===== src/rtl/tail_light_pkg.sv =====
// Shared lamp pattern constants, side FSM states and error codes for the tail-light monitor.
package tail_light_pkg;

  localparam logic [2:0] LAMP_OFF = 3'b000;
  localparam logic [2:0] LAMP_S1  = 3'b001;
  localparam logic [2:0] LAMP_S2  = 3'b011;
  localparam logic [2:0] LAMP_ALL = 3'b111;

  typedef enum logic [2:0] {
    ST_IDLE,
    ST_STEADY,
    ST_SEQ_A,
    ST_SEQ_B,
    ST_SEQ_C
  } side_state_t;

  typedef enum logic [1:0] {
    ERR_NONE    = 2'd0,
    ERR_PATTERN = 2'd1,
    ERR_TRANS   = 2'd2,
    ERR_DUAL    = 2'd3
  } err_code_t;

  function automatic logic lamp_legal(input logic [2:0] p);
    return (p == LAMP_OFF) || (p == LAMP_S1) || (p == LAMP_S2) || (p == LAMP_ALL);
  endfunction

  // An illegal previous sample was already flagged as a pattern error, so it is
  // not flagged a second time as a bad transition.
  function automatic logic succ_legal(input logic [2:0] prev, input logic [2:0] cur);
    case (prev)
      LAMP_OFF: return (cur == LAMP_OFF) || (cur == LAMP_S1) || (cur == LAMP_ALL);
      LAMP_S1:  return (cur == LAMP_S2) || (cur == LAMP_OFF) || (cur == LAMP_ALL);
      LAMP_S2:  return (cur == LAMP_ALL) || (cur == LAMP_OFF);
      LAMP_ALL: return (cur == LAMP_ALL) || (cur == LAMP_OFF);
      default:  return 1'b1;
    endcase
  endfunction

endpackage


===== src/rtl/tail_light_side_decoder.sv =====
// One-side lamp decoder: previous sample, sweep/steady FSM, and completed-sweep counter.
//   state     | meaning
//   ST_IDLE   | no sweep in progress, not steady
//   ST_STEADY | 111 seen on two consecutive samples (brake)
//   ST_SEQ_A  | saw 001
//   ST_SEQ_B  | saw 011 after 001
//   ST_SEQ_C  | saw 111 after 011; a following 000 completes the sweep
module tail_light_side_decoder
  import tail_light_pkg::*;
#(
  parameter int CNT_W = 8
) (
  input  logic             clk,
  input  logic             rst,
  input  logic [2:0]       lamp,
  input  logic             seq_kill,
  output logic             seq_active,
  output logic             seq_active_nxt,
  output logic             steady_on,
  output logic             pat_err,
  output logic             trans_err,
  output logic [CNT_W-1:0] seq_cnt
);

  logic [2:0]  prev;
  side_state_t state;
  logic        side_err;
  logic        seq_set;
  logic        seq_clr;
  logic        sweep_done;

  always_comb begin
    pat_err        = !lamp_legal(lamp);
    trans_err      = !pat_err && !succ_legal(prev, lamp);
    side_err       = pat_err || trans_err;
    seq_set        = !side_err && (prev == LAMP_S1) && (lamp == LAMP_S2);
    // The single 000 between back-to-back sweeps must not drop seq_active.
    seq_clr        = side_err || ((prev == LAMP_OFF) && (lamp == LAMP_OFF))
                              || ((prev == LAMP_ALL) && (lamp == LAMP_ALL));
    seq_active_nxt = seq_set || (seq_active && !seq_clr);
    sweep_done     = !side_err && (state == ST_SEQ_C) && (lamp == LAMP_OFF);
  end

  always_ff @(posedge clk or posedge rst) begin
    if (rst) begin
      prev       <= LAMP_OFF;
      state      <= ST_IDLE;
      steady_on  <= 1'b0;
      seq_active <= 1'b0;
      seq_cnt    <= '0;
    end else begin
      prev       <= lamp;
      seq_active <= seq_active_nxt && !seq_kill;
      state      <= ST_IDLE;
      steady_on  <= 1'b0;
      if (sweep_done)
        seq_cnt <= seq_cnt + 1'b1;
      if (!side_err) begin
        case (lamp)
          LAMP_S1: state <= ST_SEQ_A;
          LAMP_S2: if (state == ST_SEQ_A) state <= ST_SEQ_B;
          LAMP_ALL: begin
            if (state == ST_SEQ_B) begin
              state <= ST_SEQ_C;
            end else if (prev == LAMP_ALL) begin
              state     <= ST_STEADY;
              steady_on <= 1'b1;
            end
          end
          default: state <= ST_IDLE;
        endcase
      end
    end
  end

endmodule


===== src/rtl/tail_light_monitor.sv =====
// Tail-light lamp bus monitor: brake/turn recovery, sweep counts, sticky error flag.
// Define TAIL_LIGHT_MON_ERR_CODE_EN to add the err_code cause capture output.
module tail_light_monitor
  import tail_light_pkg::*;
#(
  parameter int CNT_W = 8
) (
  input  logic             clk,
  input  logic             rst,
  input  logic [2:0]       left_tail_light_controll,
  input  logic [2:0]       right_tail_light_controll,
  input  logic             err_clr,
  output logic             brake_det,
  output logic             turn_left_det,
  output logic             turn_right_det,
  output logic [CNT_W-1:0] left_seq_cnt,
  output logic [CNT_W-1:0] right_seq_cnt,
  output logic             err
`ifdef TAIL_LIGHT_MON_ERR_CODE_EN
  ,
  output logic [1:0]       err_code
`endif
);

  logic l_nxt, r_nxt, l_steady, r_steady;
  logic l_pat, l_trans, r_pat, r_trans;
  logic dual, pat_any, trans_any, violation;

  // Both sides would be sequencing at once: neither turn can be trusted.
  assign dual      = l_nxt && r_nxt;
  assign pat_any   = l_pat || r_pat;
  assign trans_any = l_trans || r_trans;
  assign violation = pat_any || trans_any || dual;
  assign brake_det = l_steady || r_steady;

  tail_light_side_decoder #(.CNT_W(CNT_W)) u_left (
    .clk            (clk),
    .rst            (rst),
    .lamp           (left_tail_light_controll),
    .seq_kill       (dual),
    .seq_active     (turn_left_det),
    .seq_active_nxt (l_nxt),
    .steady_on      (l_steady),
    .pat_err        (l_pat),
    .trans_err      (l_trans),
    .seq_cnt        (left_seq_cnt)
  );

  tail_light_side_decoder #(.CNT_W(CNT_W)) u_right (
    .clk            (clk),
    .rst            (rst),
    .lamp           (right_tail_light_controll),
    .seq_kill       (dual),
    .seq_active     (turn_right_det),
    .seq_active_nxt (r_nxt),
    .steady_on      (r_steady),
    .pat_err        (r_pat),
    .trans_err      (r_trans),
    .seq_cnt        (right_seq_cnt)
  );

  // A violation coinciding with err_clr keeps the flag set.
  always_ff @(posedge clk or posedge rst) begin
    if (rst)
      err <= 1'b0;
    else
      err <= violation || (err && !err_clr);
  end

`ifdef TAIL_LIGHT_MON_ERR_CODE_EN
  err_code_t code_r;
  err_code_t cause;

  always_comb begin
    cause = ERR_DUAL;
    if (pat_any)
      cause = ERR_PATTERN;
    else if (trans_any)
      cause = ERR_TRANS;
  end

  always_ff @(posedge clk or posedge rst) begin
    if (rst)
      code_r <= ERR_NONE;
    else if (violation && (err_clr || !err))
      code_r <= cause;
    else if (err_clr)
      code_r <= ERR_NONE;
  end

  assign err_code = code_r;
`endif

endmodule


===== config.mk =====
export PLATFORM = sky130hd
export DESIGN_NAME = tail_light_monitor
export DESIGN_NICKNAME = d
export VERILOG_FILES = /design/src/rtl/tail_light_pkg.sv /design/src/rtl/tail_light_side_decoder.sv /design/src/rtl/tail_light_monitor.sv
export SDC_FILE = /design/constraint.sdc
export NUM_CORES = 1
export LEC_CHECK = 0
export ABC_CLOCK_PERIOD_IN_PS = 2200
export CAP_MARGIN = 15
export CORE_MARGIN = 2
export CORE_UTILIZATION = 40
export DETAILED_ROUTE_END_ITERATION = 12
export HOLD_SLACK_MARGIN = 0.1
export PLACE_DENSITY = 0.61
export SLEW_MARGIN = 25
export SYNTH_ARGS = -nofsm -noshare
export SYNTH_HDL_FRONTEND = slang
export SYNTH_SLANG_ARGS = --single-unit

===== constraint.sdc =====
create_clock -name clk -period 2.2 [get_ports clk]
set_input_delay 0.55 -clock clk [delete_from_list [all_inputs] [get_ports clk]]
set_output_delay 0.55 -clock clk [all_outputs]
set_load 0.05 [all_outputs]

==> impl_results.md <==
* P_leak at 0.8827 nW
* Critical path origin: u_right.seq_cnt[0]$_DFFE_PP0P_
* Post-synth EDFFs at 0
* Setup crit start kind: register
* Seq/Total Area, Yosys at 55.84%
* Crit-path cells: clkdlybuf4s50_1
* Largest net degree at the start of global routing at 34
* Layout cells sized above 1 at 11.31%
* Die width at 64.81 um
* RSZ-0062 raised after global routing: false
* Most common cell after layout, fill and taps aside: dfrtp_1
* Number of distinct library cells after synthesis at 41
* Critical path type: reg2out
* Synth area leaders: dfrtp_1 (56%), xnor2_1 (5.3%), nand4_1 (3.4%), xor2_1 (3.0%), and3_1 (2.5%)
* First-pass GRT wire length at 4823 um
* Most frequent cells in the layout: dfrtp_1 (33), clkdlybuf4s50_1 (27), nand2_1 (10)
* Ant diodes at 0
* Core ar. at 3606 um^2
* Run status: complete, no violations
* Critical path peak fanout at 6
* Die area at 4200 um^2
* Synthesized area at 1479 um^2
* Pwr Density at 594.7 nW/um^2
* Pins over their slew limit at 0
* Post-CTS Hold Buffers at 0
* Crit. End Element: primary output
* WP data required at 1.65 ns
* RePlAce Congestion at 0.7885
* Syn_nets at 141
* Site Rows at 22
* Post-DP Area at 1849 um^2
* Routed length per instance at 12.47 um
* Hold Crit Start: u_left.seq_cnt[7]$_DFFE_PP0P_
* Cells after Synth at 130
* Port-buffer cells at 28
* Clock Sinks at 33
* Remaining Overflow, GRT at 0
* MaxCap Viol Count at 0
* Worst Hold Class: reg2reg
* Slowest stage delay, CP at 0.85 ns
* IO Pins at 29
* Worst Path Arrival at 1.56 ns
* Final nets at 179
* Area delta synth->final at 30.80%
* Maximum clock path buffer count at 2
* CP max-delay cell: clkdlybuf4s50_1
* Minimum clock period at 2.110 ns
* Seq cells post-synth at 33
* H-tree Lvls at 2
* Clock slew at reported path FFs at 0.06 ns
* Number of setup buffers added after CTS at 0
* Final instance area at 1934 um^2
* DR vias at 1,108
* Family with the most delay on the worst path: buffers and inverters
* 1st-pass router iterations at 4
* Worst vdd ir at 0.5341 mV
* Post-route clock period utilization at 95.90%
* Antenna viol nets, final at 0
* Clock Tree Root: clkbuf_8
* # DRC at 0
* Final wirelength at 2694 um
* DRT iter0 DRCs at 17
* Avg Cell Area, Syn at 11.38 um^2
* FMAX at 0.4740 GHz
* Vias in the first global route at 1,105
* Clk_lat worst skew at 0.28 ns
* Share of flip-flops with an asynchronous set or reset at 100.0%
* Yosys warnings at 0
* Worst path bufs/invs at 1
* Die height at 64.81 um
* Initial core utilization at 41.01%
* Total track usage at 15.03%
* CTS tree: built
* Slew @ Worst Pin at 0.5062 ns
* Synth top area share at 55.84%
* Clk_skew at 0.005829 ns
* Final setup vio count at 0
* Final hold slack at 0.4629 ns
* Final hold violation count at 0
* Synth area leader: dfrtp_1
* Synth Flop Type: dfrtp_1
* Max_slew headroom at 66.15%
* DPL Wire Length at 1991 um
* Cts bufs inserted at 5
* Initial antenna violation count at 0
* R2R Path Start: u_left.prev[2]$_DFF_PP0_
* DR vias/cell at 5.130
-- path summary, 6_finish.rpt --
kind	endpoint	slack, ns	depth (start not counted)
min in group asynchronous	u_left.seq_cnt[0]$_DFFE_PP0P_	0.65	3
worst min register to register	u_left.seq_cnt[7]$_DFFE_PP0P_	0.46	1
worst max register to register	err$_DFF_PP0_	0.39	4
max in group asynchronous	u_right.prev[1]$_DFF_PP0_	1.25	3
worst min-delay path	u_left.seq_cnt[7]$_DFFE_PP0P_	0.46	1
worst max-delay path	right_seq_cnt[0]	0.09	1
-- stage by stage --
step / utilization, % / instances / worst slack, ns / power, mW / TNS, ns
after floorplan: - / 130 / 0.2941 / 0.6718 / 0
after global placement: 51.28 / 209 / -0.1542 / 0.7116 / -0.3479
after detailed placement: 51.28 / 209 / -0.1892 / 0.7141 / -0.4529
after CTS: 53.64 / 216 / 0.07463 / 1.166 / 0
after global routing: 53.64 / 216 / 0.01652 / 1.204 / 0
final: 53.64 / 216 / 0.09010 / 1.150 / 0
-- synth_stat cells (2+ instances only) --
| master | instances |
|---|---|
| nand2_1 | 10 |
| and3_1 | 6 |
| nand4_1 | 8 |
| a21oi_1 | 3 |
| and2_1 | 3 |
| xnor2_1 | 9 |
| nor2b_1 | 2 |
| clkbuf_1 | 2 |
| nand3_1 | 3 |
| xor2_1 | 5 |
| ha_1 | 2 |
| mux2_2 | 2 |
| nor2_1 | 5 |
| or2_2 | 2 |
| nor3_1 | 3 |
| or3_1 | 2 |
| dfrtp_1 | 33 |
| or4_1 | 2 |
| o21ai_0 | 3 |
| inv_1 | 4 |
-- final cells by class --
class | count | area, um^2
clock buffers | 7 | 86.33
inverters | 4 | 15.01
flip-flops and latches | 33 | 825.8
fillers | 328 | 1672
repair buffers | 33 | 316.6
multi-input cells | 91 | 630.6
well taps | 48 | 60.06
-- power breakdown --
group / total (mW) / switching (mW) / internal [mW]
clock: 0.449 / 0.201 / 0.248
sequential: 0.623 / 0.00765 / 0.615
combinational: 0.0786 / 0.0449 / 0.0336
total: 1.15 / 0.254 / 0.897
-- timing repair --
action,4_1_cts,5_1_grt
gates resized for setup,1,0
setup endpoints to repair,1,0
hold endpoints to repair,0,0
-- logic make-up after synthesis --
family,count (synthesis),synth area share (%)
AND/OR/NAND/NOR,55,21.74
multiplexers,2,1.523
XOR/XNOR,14,8.291
adder cells (fa/ha/maj),2,1.692
buffers and inverters,6,1.523
flip-flops,33,55.84
AO/OA/AOI/OAI,18,9.392
-- layer usage --
metal / global-route usage [%] / part of all wire [%]
met1: 21.09 / 49
met2: 21.78 / 46
met3: 4.167 / 4.4
met4: 6.383 / 0.45
met5: 0 / 0
-- flip-flops by register name, summed over array words and instances (netlist names), 3 cells and up --
signal           cells
u_left.prev          3
u_left.seq_cnt       8
u_left.state         3
u_right.prev         3
u_right.seq_cnt      8
u_right.state        3
Note: power is estimated with default switching activity, not from simulation.
